**config.mk**
```make
export PLATFORM = sky130hd
export DESIGN_NAME = scrambler_descrambler
export DESIGN_NICKNAME = d
export VERILOG_FILES = /design/src/rtl/scr_pkg.sv /design/src/rtl/scr_lfsr_stage.sv /design/src/rtl/scrambler_descrambler.sv
export SDC_FILE = /design/constraint.sdc
export NUM_CORES = 1
export LEC_CHECK = 0
export BUFFER_PORTS_ARGS = -buffer_cell sky130_fd_sc_hd__buf_2
export CORE_UTILIZATION = 57
export DETAILED_ROUTE_END_ITERATION = 16
export GPL_TIMING_DRIVEN = 0
export PLACE_DENSITY = 0.79
export SLEW_MARGIN = 0
export SYNTH_ARGS = -nofsm -noshare
export SYNTH_HDL_FRONTEND = slang
export SYNTH_SLANG_ARGS = --single-unit
```
**constraint.sdc**
```tcl
create_clock -name clk -period 1.77 [get_ports clk]
set_input_delay 0.531 -clock clk [delete_from_list [all_inputs] [get_ports clk]]
set_output_delay 0.531 -clock clk [all_outputs]
set_load 0.05 [all_outputs]
```
**src/rtl/scr_pkg.sv**
```systemverilog
// Shared constants and the Galois LFSR keystream helper used by both the
// scrambling (tx) and descrambling (rx) stages.
package scr_pkg;

    localparam int LFSR_MAX_W = 32;
    localparam int DATA_MAX_W = 64;

    localparam logic [15:0] SCR_SEED_DEF = 16'hACE1;
    localparam logic [15:0] SCR_TAPS_DEF = 16'hB400;

    typedef struct packed {
        logic [DATA_MAX_W-1:0] ks;
        logic [LFSR_MAX_W-1:0] state;
    } lfsr_step_t;

    // Keystream bit i is lfsr[0] before step i; the state is returned after n steps.
    function automatic lfsr_step_t lfsr_step_n(input logic [LFSR_MAX_W-1:0] state,
                                               input int                    n,
                                               input logic [LFSR_MAX_W-1:0] taps);
        lfsr_step_t            r;
        logic [LFSR_MAX_W-1:0] s;
        s    = state;
        r.ks = '0;
        for (int i = 0; i < DATA_MAX_W; i++) begin
            if (i < n) begin
                r.ks[i] = s[0];
                s       = s[0] ? ((s >> 1) ^ taps) : (s >> 1);
            end
        end
        r.state = s;
        return r;
    endfunction

endpackage

```
**src/rtl/scr_lfsr_stage.sv**
```systemverilog
// One pipeline register stage holding a word, its bypass flag and a private
// LFSR; a load XORs the incoming word with the next DATA_W keystream bits.
module scr_lfsr_stage
    import scr_pkg::*;
#(
    parameter int                DATA_W = 8,
    parameter int                LFSR_W = 16,
    parameter logic [LFSR_W-1:0] SEED   = 16'hACE1,
    parameter logic [LFSR_W-1:0] TAPS   = 16'hB400
) (
    input  logic              clk,
    input  logic              rst_n,
    input  logic              flush_i,
    input  logic              load_i,
    input  logic              pop_i,
    input  logic [DATA_W-1:0] data_i,
    input  logic              byp_i,
    output logic              valid_o,
    output logic [DATA_W-1:0] data_o,
    output logic              byp_o
);

    localparam logic [LFSR_MAX_W-1:0] TAPS_X = LFSR_MAX_W'(TAPS);

    logic [LFSR_W-1:0] lfsr_q, lfsr_d;
    logic [DATA_W-1:0] data_q, data_d;
    logic              valid_q, valid_d;
    logic              byp_q, byp_d;
    lfsr_step_t        step;
    logic              unused_step;

    assign step        = lfsr_step_n(LFSR_MAX_W'(lfsr_q), DATA_W, TAPS_X);
    assign unused_step = ^step;

    always_comb begin
        lfsr_d  = lfsr_q;
        data_d  = data_q;
        valid_d = valid_q;
        byp_d   = byp_q;
        if (flush_i) begin
            valid_d = 1'b0;
            lfsr_d  = SEED;
        end else if (load_i) begin
            valid_d = 1'b1;
            byp_d   = byp_i;
            // A bypassed word passes in clear and leaves the keystream untouched.
            if (byp_i) begin
                data_d = data_i;
            end else begin
                data_d = data_i ^ step.ks[DATA_W-1:0];
                lfsr_d = step.state[LFSR_W-1:0];
            end
        end else if (pop_i) begin
            valid_d = 1'b0;
        end
    end

    always_ff @(posedge clk or negedge rst_n) begin
        if (!rst_n) begin
            lfsr_q  <= SEED;
            data_q  <= '0;
            valid_q <= 1'b0;
            byp_q   <= 1'b0;
        end else begin
            lfsr_q  <= lfsr_d;
            data_q  <= data_d;
            valid_q <= valid_d;
            byp_q   <= byp_d;
        end
    end

    assign valid_o = valid_q;
    assign data_o  = data_q;
    assign byp_o   = byp_q;

endmodule

```
**src/rtl/scrambler_descrambler.sv**
```systemverilog
// Two-stage scramble/descramble loopback with valid/ready flow control and resync.
// Optional macro SCR_BYPASS_EN adds a per-word bypass input.
module scrambler_descrambler
    import scr_pkg::*;
#(
    parameter int                DATA_W = 8,
    parameter int                LFSR_W = 16,
    parameter logic [LFSR_W-1:0] SEED   = SCR_SEED_DEF,
    parameter logic [LFSR_W-1:0] TAPS   = SCR_TAPS_DEF
) (
    input  logic              clk,
    input  logic              rst_n,
    input  logic              in_valid,
    output logic              in_ready,
    input  logic [DATA_W-1:0] data_in,
`ifdef SCR_BYPASS_EN
    input  logic              bypass,
`endif
    input  logic              resync,
    output logic              scr_valid,
    output logic [DATA_W-1:0] scr_mon,
    output logic              out_valid,
    input  logic              out_ready,
    output logic [DATA_W-1:0] data_out
);

    logic [1:0] rst_sync_q;
    logic       rst_done;
    logic       s1_valid, s2_valid;
    logic       s1_byp, s2_byp;
    logic       s1_free, s2_free;
    logic       s1_load, s12_xfer, s2_pop;
    logic       in_byp;
    logic       unused_s2_byp;

`ifdef SCR_BYPASS_EN
    assign in_byp = bypass;
`else
    assign in_byp = 1'b0;
`endif

    // Reset asserts asynchronously but input acceptance only resumes two edges after release.
    always_ff @(posedge clk or negedge rst_n) begin
        if (!rst_n) begin
            rst_sync_q <= 2'b00;
        end else begin
            rst_sync_q <= {rst_sync_q[0], 1'b1};
        end
    end
    assign rst_done = rst_sync_q[1];

    assign s2_free  = !s2_valid || out_ready;
    assign s1_free  = !s1_valid || s2_free;
    assign in_ready = s1_free && !resync && rst_done;
    assign s1_load  = in_valid && in_ready;
    assign s12_xfer = s1_valid && s2_free && !resync;
    assign s2_pop   = s2_valid && out_ready;

    scr_lfsr_stage #(
        .DATA_W (DATA_W),
        .LFSR_W (LFSR_W),
        .SEED   (SEED),
        .TAPS   (TAPS)
    ) u_tx (
        .clk     (clk),
        .rst_n   (rst_n),
        .flush_i (resync),
        .load_i  (s1_load),
        .pop_i   (s12_xfer),
        .data_i  (data_in),
        .byp_i   (in_byp),
        .valid_o (s1_valid),
        .data_o  (scr_mon),
        .byp_o   (s1_byp)
    );

    scr_lfsr_stage #(
        .DATA_W (DATA_W),
        .LFSR_W (LFSR_W),
        .SEED   (SEED),
        .TAPS   (TAPS)
    ) u_rx (
        .clk     (clk),
        .rst_n   (rst_n),
        .flush_i (resync),
        .load_i  (s12_xfer),
        .pop_i   (s2_pop),
        .data_i  (scr_mon),
        .byp_i   (s1_byp),
        .valid_o (s2_valid),
        .data_o  (data_out),
        .byp_o   (s2_byp)
    );

    assign unused_s2_byp = s2_byp;
    assign scr_valid     = s1_valid;
    assign out_valid     = s2_valid;

endmodule

```
### Word level (Yosys, flattened, before mapping)

Index checks and enable logic that the tools add are counted.
Widths: inputs -> output; s select.

* input bits: 13
* bits in writable memories: 0
* latch bits: 0
* memories: 0
* ROM bits: 0
* flip-flop bits (word level): 52

* shifts and indexed selects: 0
* $mul: 0
* $add $sub $neg: 0
* bitwise gates (word level): 19
* order comparisons: 0
* reduce and logical (&&, ||, !) cells: 17
* div/mod/pow operators: 0
* muxes and demuxes: 26
* eq/ne operators: 0

Operator list (count)
* $mux 16: 20
* $not 4->4: 14
* $xor 8x8->8: 2
* $not 3->4: 2
* $logic_and 1x1->1: 6
* $mux 1: 6
* $reduce_bool 3->1: 2
* $reduce_and 2->1: 2
* $reduce_bool 2->1: 2
* $logic_not 1->1: 3
* $logic_or 1x1->1: 2
* $not 1->1: 1

### Longest topological paths before layout

Gate-level depths: netlist of run 1.

* depth in word-level cells: 18
* mapped depth: 6
* mapped depth without buffers: 3

### Modules after synthesis

From an unflattened synthesis of run 1, not the netlist that was laid out.

* cells, all modules: 230
* area total of the unflattened synthesis: 2632.5 um2

By module, submodules not included
* scr_lfsr_stage at u_tx: times used 1, cells each 109, area an instance 1271.2 um2
* scr_lfsr_stage at u_rx: times used 1, cells each 110, area an instance 1261.2 um2
* scrambler_descrambler: times used 1, cells each 11, area an instance 100.1 um2

### Worst setup path after synthesis of run 1

Ideal clock, no wire load.

* path type: register -> output
* start: reg u_tx.valid_q, in the netlist u_tx.valid_o
* end: out in_ready
* stages on the path, launching flop included: 3
* buffers on the path: 0
* path slack: -172 ps
* data arrival time: 1411 ps
* cells stage by stage: dfrtp_1 > nand3b_2 > and3_1

* cells in the longest elaborated chain, start to end: 4

Ends and longest elaborated chain
* from (decl): line scr_lfsr_stage.sv:27 `logic valid_q, valid_d;`
* from (signal assigned): line scr_lfsr_stage.sv:67 `valid_q <= valid_d;`
* $logic_not 1->1: line scrambler_descrambler.sv:53 `assign s1_free = !s1_valid || s2_free;`
* $logic_or 1x1->1: line scrambler_descrambler.sv:53
* $logic_and 1x1->1 (2 in a row): line scrambler_descrambler.sv:54 `assign in_ready = s1_free && !resync && rst_done;`
* to (decl): line scrambler_descrambler.sv:14 `output logic in_ready,`

Every way passes these cells.

### Worst setup path after layout of run 1

* start: reg u_rx.valid_q, in the netlist u_rx.valid_o
* end: out in_ready

* cells in the longest elaborated chain, start to end: 5

Ends and longest elaborated chain
* from (decl): line scr_lfsr_stage.sv:27
* from (signal assigned): line scr_lfsr_stage.sv:67
* $logic_not 1->1: line scrambler_descrambler.sv:52 `assign s2_free = !s2_valid || out_ready;`
* $logic_or 1x1->1: line scrambler_descrambler.sv:52
* $logic_or 1x1->1: line scrambler_descrambler.sv:53
* $logic_and 1x1->1 (2 in a row): line scrambler_descrambler.sv:54

Every way passes these cells.

==> metrics.md, run 1 <==
| Metric | Value |
|---|---|
| Reg2reg start | `u_tx.valid_o$_DFFE_PN0P_` |
| Largest net degree at the start of global routing | `53` |
| Critical Path End Type | `output port` |
| Cells after synthesis | `230` |
| DRC viols | `0` |
| IO buf count | `30` |
| Worst-path clk slew | `approximately 0.090 ns` |
| First-pass GRT wire length | `approximately 9100 um` |
| GRT Residual Overflow | `0` |
| Min Tclk post-route | `approximately 1.7 ns` |
| CP top delay family | `flip-flops` |
| Nets | `285` |
| CTS tree | `done` |
| Seq/Total Area, Yosys | `51.6%` |
| Synth warn | `0` |
| Rel. slew slack | `24.3%` |
| EDFF count, synth | `0` |
| Synth Area per Inst | `11.1 um2` |
| Total CTS buffers | `5` |
| Dpl hpwl | `3670 um` |
| Async SR Flop Fraction | `100%` |
| CTS sink count | `52` |
| CTS max path bufs | `2` |
| R2r endpoint | `u_tx.data_o[0]$_DFFE_PN0P_` |
| Post-route ant nets | `0` |
| Layout area overhead | `13.9%` |
| Bufs and invs on worst path | `1` |
| Placement Cell Area | `roughly 2800 um2` |
| Main synth FF type | `dfrtp_1` |
| Path depth of the worst reg2reg path | `6` |
| Initial antenna violation count | `0` |
| CP Launch Type | `register` |
| Critical path fanouts, max | `3` |
| Layout cells sized above 1 | `~28%` |
| Top Ports | `32` |
| Yosys cell types | `36` |
| DRT iter0 DRCs | `between 100 and 150` |
| Fin. Hold Viols | `0` |
| # rows | `24` |
| Switching power | `1.01 mW` |
| Die Ht | `~69 um` |
| Final std cells w/o fill | `325` |
| Most common cell after layout, fill and taps aside | `xnor2_1` |
| Crit share post-route | `97.5%` |
| P_leak | `1.25 nW` |
| DIE AREA | `4770 um2` |
| DRT Pass-1 Iters | `4` |
| Clock root buffer | `clkbuf_8` |
| GPL Wtd Cong | `0.789` |
| Worst Hold Depth | `0` |
| WP depth | `3` |
| Worst vdd ir | `0.000478 V` |
| Comb pwr share | `28.0%` |
| Worst setup margin | `0.0447 ns` |
| Core area | `around 4300 um2` |
| DP Worst Slack | `-0.280 ns` |
| Crit path DAT | `1.19 ns` |
| Worst slew pin tran | `1.14 ns` |
| # diodes | `0` |
| Critical path, cell by cell | `nand3b_4, and3_2, buf_6` |
| Synthesized flop and latch total | `52` |
| CP max stage delay | `0.44 ns` |
| Footprint of the multi-input gates | `1140 um2` |
| Clock latency on the worst-skew pair | `0.31 ns` |
| Die W | `slightly below 70 um` |
| Hold-fix buffers at CTS | `0` |
| Vias per Instance | `between 5 and 6` |
| Vias in the first global route | `1839` |
| Number of max-cap violations | `0` |
| Count of final setup violators | `0` |
| Required time of the critical path | `between 1 and 1.5 ns` |
| Pins Over Slew Limit | `0` |
| PwrDens | `983 nW/um2` |
| Post-synth net total | `243` |
| Sequential Power Share | `just under 50%` |
| Hold_ws | `0.358 ns` |
| Mapped cell area | `around 2600 um2` |
| Design area | `2920 um2` |
| Crit-path slowest cell | `dfrtp_2` |
| Cell Int Power | `1.86 mW` |
| Placed cell count | `~310` |
| Starting Density | `between 50% and 60%` |
| Worst Skew | `0.0106 ns` |
| Status | `finished, final reports clean` |
| All-Layer GR Usage | `24.4%` |
| Via count | `1841` |
| Unrepaired setup endpoints after global routing | `false` |
| Setup TNS | `0 ns` |
| WL/cell | `roughly 16 um` |
| Highest achievable clock rate | `580 MHz` |
| Most frequent cells in the layout | `47 x xnor2_1, 40 x o21ai_0, 34 x dfrtp_1, 33 x buf_2, 16 x dfstp_2` |
| Fill cell count | `328` |
| Hold Startpoint | `rst_sync_q[0]$_DFF_PN0_` |
| R2R Setup Slk | `0.08 ns` |
| Register area | `1320 um2` |
| Crit path kind | `reg2out` |
| Sw frac | `between 30% and 40%` |
| Hold Path Sink | `rst_sync_q[1]$_DFF_PN0_` |
| Hold Path Class | `reg2reg` |
| H-tree depth | `2` |
| Total wire length | `5330 um` |
| Share of total power in the clock network | `22.8%` |
==> synth_stat cells, types with 2 or more instances <==
cell | count | area (um2)
buf_6 | 2 | 22.5
a21oi_1 | 4 | 20.0
clkbuf_1 | 11 | 41.3
o22a_1 | 2 | 17.5
nor2b_1 | 3 | 18.8
xnor2_1 | 47 | 412
nand3_1 | 8 | 40.0
xor2_1 | 7 | 61.3
a22o_1 | 7 | 61.3
and3b_1 | 2 | 17.5
buf_4 | 2 | 15.0
a211oi_1 | 2 | 15.0
nand2b_1 | 2 | 12.5
o21ai_0 | 40 | 200
mux2i_1 | 5 | 50.1
dfstp_2 | 16 | 420
nor2_1 | 7 | 26.3
a2bb2oi_1 | 6 | 52.6
o211ai_1 | 2 | 15.0
buf_2 | 4 | 20.0
dfrtp_1 | 36 | 901
==> metrics by stage <==
stage               power [mW]  util, %
floorplan                 2.02        -
global placement          2.21     64.3
detailed placement        2.23     64.3
CTS                       2.87     67.1
global route              3.00     67.5
finish                    2.87     67.5
==> layer usage <==
layer / routed length, um / global-route usage [%] / vias up
met5: 0 / 0 / -
met4: 148 / 11.6 / 0
met3: 291 / 5.41 / 16
met2: 2550 / 38.4 / 58
met1: 2330 / 32.3 / 902
li1: - / - / 865
==> sequential cells by signal (all words and copies together), names as in the netlist <==
register      cells
u_tx.lfsr_q      16
rst_sync_q        2
u_tx.data_o       8
u_rx.data_o       8
u_rx.lfsr_q      16
u_rx.valid_o      1
u_tx.valid_o      1
==> final cells by class <==
class / count / area share (%)
clock buffers: 7 / 2.62
repair buffers: 35 / 6.65
multi-input cells: 157 / 39.2
clock inverters: 1 / 0.172
plain buffers: 20 / 3.56
well taps: 52 / 2.23
flip-flops and latches: 52 / 45.4
inverters: 1 / 0.257
==> worst register-to-register path, cell delays in order (launching register included) <==
cell,delay [ns]
dfrtp_2,0.44
buf_4,0.17
and3b_1,0.18
buf_2,0.17
clkbuf_2,0.20
o21ai_0,0.23
o21ai_0,0.17
==> what timing repair did <==
action | 4_1_cts | 5_1_grt
setup buffers | 3 | 2
endpoints found under the setup margin | 1 | 1
pin swaps | 1 | 0
resized for setup | 4 | 0
hold endpoints to repair | 0 | 0
==> worst max-delay path by stage <==
stage,from,endpoint,slack (ns)
2_1_floorplan,out_ready,in_ready,0.04
5_1_grt,u_tx.valid_o$_DFFE_PN0P_,u_tx.data_o[0]$_DFFE_PN0P_,0.0005
6_report,u_rx.valid_o$_DFFE_PN0P_,in_ready,0.04
4_1_cts,u_rx.valid_o$_DFFE_PN0P_,in_ready,0.02
3_5_place_dp,out_ready,in_ready,-0.28
3_3_place_gp,out_ready,in_ready,-0.27
==> power groups by stage <==
stage	clock, mW	combinational (mW)	sequential [mW]
global route	0.712	0.853	1.43
floorplan	0	0.298	1.72
finish	0.653	0.802	1.41
detailed placement	0	0.789	1.44
CTS	0.659	0.800	1.42
global placement	0	0.779	1.43
==> kinds of logic after synthesis <==
| logic type | count (synthesis) | share of synthesized area [%] |
|---|---|---|
| other | 1 | 0.146 |
| flip-flops | 52 | 51.6 |
| AND/OR/NAND/NOR | 29 | 6.74 |
| XOR/XNOR | 54 | 18.5 |
| multiplexers | 7 | 2.98 |
| AO/OA/AOI/OAI | 66 | 15.9 |
| buffers and inverters | 21 | 4.20 |
(Power assumes the default switching activity.)
==> run 2: changes to the inputs <==
--- a/config.mk
+++ b/config.mk
@@ -6,6 +6,7 @@
 export NUM_CORES = 1
 export LEC_CHECK = 0
 export BUFFER_PORTS_ARGS = -buffer_cell sky130_fd_sc_hd__buf_2
+export CORE_MARGIN = 8
 export CORE_UTILIZATION = 57
 export DETAILED_ROUTE_END_ITERATION = 16
 export GPL_TIMING_DRIVEN = 0
==> constraint.sdc (replaced) <==
create_clock -name clk -period 1.7 [get_ports clk]
set_input_delay 0.51 -clock clk [delete_from_list [all_inputs] [get_ports clk]]
set_output_delay 0.51 -clock clk [all_outputs]
set_load 0.05 [all_outputs]
==> run 2 against run 1 <==
Non-clock buffer count shrank 1. Sequential share of layout area is essentially flat. Combinational power grew 3.0%. Register-to-register slack is essentially flat. Utilization shrank 0.49 points. First-iteration DRC count shrank 33%. Cell count shrank 0.31%. Highest routed layer unchanged. Clock power grew 3%. Global-route usage shrank 8.5 points. Power grew 3.5%. Via count shrank 4.0%.
==> metrics.md, run 2 (same netlist as run 1, synthesis figures left out) <==
| Metric | Value |
|---|---|
| Status | `finished, final reports clean` |
| Layout area overhead | `13.9%` |
| Placed cell count | `312` |
| IO buf count | `30` |
| Top Ports | `32` |
| GPL Wtd Cong | `0.791` |
| R2R Setup Slk | `~0.09 ns` |
| Share of total power in the clock network | `a little under a quarter` |
| # rows | `24` |
| Dpl hpwl | `3780 um` |
| DRT iter0 DRCs | `between 80 and 90` |
| Cell Int Power | `1.94 mW` |
| Pins Over Slew Limit | `0` |
| Fin. Hold Viols | `0` |
| Total wire length | `5280 um` |
| Layout cells sized above 1 | `about 28%` |
| WL/cell | `16.3 um` |
| First-pass GRT wire length | `roughly 9200 um` |
| Crit path DAT | `1.17 ns` |
| Post-route ant nets | `0` |
| Hold-fix buffers at CTS | `0` |
| Most common cell after layout, fill and taps aside | `xnor2_1` |
| Setup TNS | `0 ns` |
| Initial antenna violation count | `0` |
| Hold Startpoint | `rst_sync_q[0]$_DFF_PN0_` |
| WP depth | `3` |
| Number of max-cap violations | `0` |
| Core area | `between 4000 and 5000 um2` |
| CP max stage delay | `0.44 ns` |
| CP top delay family | `flip-flops` |
| PwrDens | `1020 nW/um2` |
| Clock latency on the worst-skew pair | `0.30 ns` |
| Footprint of the multi-input gates | `1150 um2` |
| CTS tree | `done` |
| Most frequent cells in the layout | `47 x xnor2_1, 40 x o21ai_0, 34 x dfrtp_1, 33 x buf_2, 16 x dfstp_2` |
| Final std cells w/o fill | `about 320` |
| Crit-path slowest cell | `dfrtp_2` |
| CP Launch Type | `register` |
| CTS sink count | `52` |
| Path depth of the worst reg2reg path | `5` |
| GRT Residual Overflow | `0` |
| Die Ht | `between 80 and 90 um` |
| Worst slew pin tran | `between 1 and 1.5 ns` |
| DIE AREA | `6890 um2` |
| Critical Path End Type | `output port` |
| Worst Hold Depth | `0` |
| Crit share post-route | `98.7%` |
| Hold Path Sink | `rst_sync_q[1]$_DFF_PN0_` |
| Vias in the first global route | `between 1500 and 2000` |
| Via count | `1768` |
| Worst vdd ir | `0.000600 V` |
| Count of final setup violators | `0` |
| Vias per Instance | `5.46` |
| Placement Cell Area | `~2800 um2` |
| R2r endpoint | `u_tx.lfsr_q[9]$_DFFE_PN0P_` |
| Fill cell count | `341` |
| Register area | `1320 um2` |
| Post-layout util | `between 60% and 70%` |
| Reg2reg start | `u_tx.valid_o$_DFFE_PN0P_` |
| Switching power | `1.03 mW` |
| # diodes | `0` |
| Highest achievable clock rate | `596 MHz` |
| Sequential Power Share | `roughly half` |
| Required time of the critical path | `1.19 ns` |
| Sw frac | `a little over a third` |
| Largest net degree at the start of global routing | `53` |
| Hold Path Class | `reg2reg` |
| Worst-path clk slew | `0.09 ns` |
| Total CTS buffers | `5` |
| Critical path fanouts, max | `2` |
| CTS max path bufs | `2` |
| Min Tclk post-route | `1.68 ns` |
| Critical path, cell by cell | `nand3b_4, and3_4, buf_8` |
| Biggest regs | `u_rx.lfsr_q x16, u_tx.lfsr_q x16` |
| Worst Skew | `0.00875 ns` |
| Comb pwr share | `27.9%` |
| H-tree depth | `2` |
| Crit path kind | `reg2out` |
| Bufs and invs on worst path | `1` |
| Design area | `2920 um2` |
| Rel. slew slack | `between 20% and 30%` |
| Clock root buffer | `clkbuf_8` |
| DRT Pass-1 Iters | `4` |
| P_leak | `1.24 nW` |
| Nets | `284` |
| Starting Density | `about three fifths` |
| DRC viols | `0` |
| Die W | `83.0 um` |
| All-Layer GR Usage | `16.0%` |
-- run 2: cell count changes in the layout (fill, tap and decap cells not counted) --
cell	before	now
and3_2	1	0
and3_4	0	1
buf_4	7	6
buf_6	3	2
buf_8	0	1
clkbuf_1	13	14
clkinv_2	1	0
-- run 2: area by class of cell --
type | instances | area share [%]
plain buffers | 20 | 3.56
well taps | 52 | 2.23
clock buffers | 8 | 2.75
repair buffers | 34 | 6.52
flip-flops and latches | 52 | 45.4
multi-input cells | 157 | 39.3
inverters | 1 | 0.257
-- run 2: worst max path at each step --
stage / start / end / slack (ns)
detailed placement: out_ready / in_ready / -0.30
floorplan: out_ready / in_ready / 0.01
finish: u_tx.valid_o$_DFFE_PN0P_ / in_ready / 0.02
global route: u_tx.valid_o$_DFFE_PN0P_ / in_ready / -0.0005
CTS: u_tx.valid_o$_DFFE_PN0P_ / in_ready / 0.006
global placement: out_ready / in_ready / -0.30
-- run 2: routing by layer --
layer,track usage (%),vias up,routed length [um]
met2,27.2,35,2670
met3,4.20,7,243
met1,18.9,861,2280
li1,-,865,-
met5,0,-,0
met4,5.43,0,82
-- run 2: power by group through the flow --
| stage | Sequential (mW) | Clock (mW) | Combinational, mW |
|---|---|---|---|
| after floorplan | 1.80 | 0 | 0.310 |
| after CTS | 1.47 | 0.688 | 0.835 |
| final | 1.47 | 0.670 | 0.826 |
| after global routing | 1.49 | 0.734 | 0.897 |
| after detailed placement | 1.50 | 0 | 0.824 |
| after global placement | 1.49 | 0 | 0.811 |
-- run 2: what timing repair did --
| action | CTS | global route |
|---|---|---|
| gates resized for setup | 4 | 2 |
| cloned | 0 | 0 |
| hold endpoints to repair | 0 | 0 |
| setup buffers | 3 | 1 |
| pin swaps | 0 | 1 |
| setup endpoints to repair | 1 | 1 |
-- run 2: per-stage QoR --
stage | setup WS [ns] | total power, mW | hold slack, ns
CTS | 0.00572 | 2.99 | 0.361
floorplan | 0.0145 | 2.11 | 0.214
global route | -0.000548 | 3.12 | 0.375
detailed placement | -0.299 | 2.32 | 0.340
finish | 0.0214 | 2.97 | 0.359
global placement | -0.300 | 2.30 | 0.332
==> run 3: changes to the inputs <==
--- a/config.mk
+++ b/config.mk
@@ -6,7 +6,7 @@
 export NUM_CORES = 1
 export LEC_CHECK = 0
 export BUFFER_PORTS_ARGS = -buffer_cell sky130_fd_sc_hd__buf_2
-export CORE_MARGIN = 8
+export CORE_MARGIN = 1
 export CORE_UTILIZATION = 57
 export DETAILED_ROUTE_END_ITERATION = 16
 export GPL_TIMING_DRIVEN = 0
==> run 3 against run 2 <==
Flip-flop and latch count stayed put. Global-route usage is 8.3 points higher. Register-to-register slack got worse by 0.03 ns. First-iteration DRC count up 62%. Power grew 0.83%. Utilization rose by 1.0 points. Non-clock buffer count increased by 3. Clock skew is 0.0030 ns higher. Final area grew 0.82%. Via count increased by 5.3%. Largest power group unchanged.
==> metrics.md, run 3 (same netlist as run 1, synthesis figures left out) <==
| Metric | Value |
|---|---|
| Hold-fix buffers at CTS | `0` |
| Layout area overhead | `14.8%` |
| Status | `finished, final reports clean` |
| Critical path, cell by cell | `nand3b_4, and3_4, buf_8` |
| CP top delay family | `flip-flops` |
| DRT Pass-1 Iters | `4` |
| Pwr Total | `between 2 and 3 mW` |
| Crit share post-route | `99.9%` |
| Layout cells sized above 1 | `28.7%` |
| Bufs and invs on worst path | `1` |
| Via count | `1862` |
| Post-layout util | `68.0%` |
| Most common cell after layout, fill and taps aside | `xnor2_1` |
| PwrDens | `1020 nW/um2` |
| Path depth of the worst reg2reg path | `5` |
| Die Ht | `69.0 um` |
| Placed cell count | `312` |
| H-tree depth | `2` |
| Top Ports | `32` |
| Reg2reg start | `u_tx.valid_o$_DFFE_PN0P_` |
| Critical Path End Type | `output port` |
| CP startpoint | `u_rx.valid_o$_DFFE_PN0P_` |
| Hold Startpoint | `rst_sync_q[0]$_DFF_PN0_` |
| Hold Path Class | `reg2reg` |
| Highest achievable clock rate | `589 MHz` |
| Nets | `between 200 and 300` |
| Total CTS buffers | `5` |
| Worst Setup EP | `in_ready` |
| Crit-path slowest cell | `dfrtp_2` |
| All-Layer GR Usage | `roughly 24%` |
| Worst Skew | `0.0118 ns` |
| Crit path kind | `reg2out` |
| Critical path fanouts, max | `3` |
| Design area | `2940 um2` |
| Most frequent cells in the layout | `47 x xnor2_1, 39 x o21ai_0, 34 x dfrtp_1, 33 x buf_2, 16 x dfstp_2` |
| Vias per Instance | `5.69` |
| P_leak | `around 1.3 nW` |
| Placement Cell Area | `2780 um2` |
| Met2 wire len | `2540 um` |
| Number of max-cap violations | `0` |
| Top sig layer | `met4` |
| Rel. slew slack | `24.2%` |
| Largest net degree at the start of global routing | `53` |
| GRT Residual Overflow | `0` |
| R2R Setup Slk | `around 0.060 ns` |
| First-pass GRT wire length | `9010 um` |
| DP Worst Slack | `-0.308 ns` |
| Setup TNS | `0 ns` |
| Worst slew pin tran | `1.14 ns` |
| Dpl hpwl | `3670 um` |
| Die W | `69.0 um` |
| CTS sink count | `52` |
| Initial antenna violation count | `0` |
| Clock root buffer | `clkbuf_8` |
| Clock latency on the worst-skew pair | `0.31 ns` |
| Worst-path clk slew | `0.09 ns` |
| R2r endpoint | `u_tx.lfsr_q[9]$_DFFE_PN0P_` |
| Post-route ant nets | `0` |
| DRC viols | `0` |
| Metal3 WL | `approximately 280 um` |
| Total wire length | `between 5000 and 6000 um` |
| Min Tclk post-route | `1.70 ns` |
| Unrepaired setup endpoints after global routing | `true` |
| IO buf count | `30` |
| Pins Over Slew Limit | `0` |
| GPL Wtd Cong | `0.789` |
| Final std cells w/o fill | `around 330` |
| WP depth | `3` |
| CP max stage delay | `0.44 ns` |
| CTS tree | `done` |
| Count of final setup violators | `0` |
| DIE AREA | `4770 um2` |
| Worst setup margin | `0.00236 ns` |
| Hold_ws | `~0.36 ns` |
| Fin. Hold Viols | `0` |
| Vias in the first global route | `1859` |
| CP Launch Type | `register` |
| Crit path DAT | `1.19 ns` |
| # diodes | `0` |
| Core area | `4320 um2` |
| WL met1 | `2410 um` |
| # rows | `24` |
| Worst vdd ir | `0.000497 V` |
| WL/cell | `16.4 um` |
| Starting Density | `59.2%` |
| DRT iter0 DRCs | `between 100 and 150` |
| CTS max path bufs | `2` |
| Required time of the critical path | `1.19 ns` |
| Biggest regs | `u_rx.lfsr_q x16, u_tx.lfsr_q x16` |
[run 3: cell count changes in the layout (fill, tap and decap cells not counted)]
cell,change
buf_4,+3
clkbuf_1,-1
clkinv_2,+1
o21ai_0,-1
o21ai_1,+1
[run 3: final cells by class]
| type | count | area (um2) |
|---|---|---|
| sequential | 52 | 1320 |
| tap | 52 | 65.1 |
| clock buffer | 7 | 76.3 |
| buffer | 20 | 104 |
| fill | 325 | 1380 |
| clock inverter | 1 | 5.00 |
| inverter | 1 | 7.51 |
| multi-input combinational | 157 | 1150 |
| timing repair buffer | 37 | 213 |
[run 3: metal layers]
layer | vias to the layer above | track usage, %
met1 | 909 | 31.9
met3 | 12 | 4.97
met4 | 0 | 12.0
met5 | - | 0
li1 | 868 | -
met2 | 73 | 38.3
[run 3: where the power goes]
part / internal, mW / total (mW) / switching (mW)
clock network: 0.290 / 0.681 / 0.391
registers: 1.38 / 1.47 / 0.0883
logic: 0.265 / 0.838 / 0.573
[run 3: how the worst min path moves through the flow]
| stage | to | depth (start not counted) |
|---|---|---|
| after global routing | rst_sync_q[1]$_DFF_PN0_ | 0 |
| after floorplan | rst_sync_q[0]$_DFF_PN0_ | 0 |
| after CTS | rst_sync_q[1]$_DFF_PN0_ | 0 |
| after global placement | rst_sync_q[1]$_DFF_PN0_ | 0 |
| final | rst_sync_q[1]$_DFF_PN0_ | 0 |
| after detailed placement | rst_sync_q[1]$_DFF_PN0_ | 0 |
[run 3: repair_timing]
item	CTS	global route
setup endpoints to repair	1	2
gates resized for setup	6	1
setup buffers	3	4
pin swaps	1	0
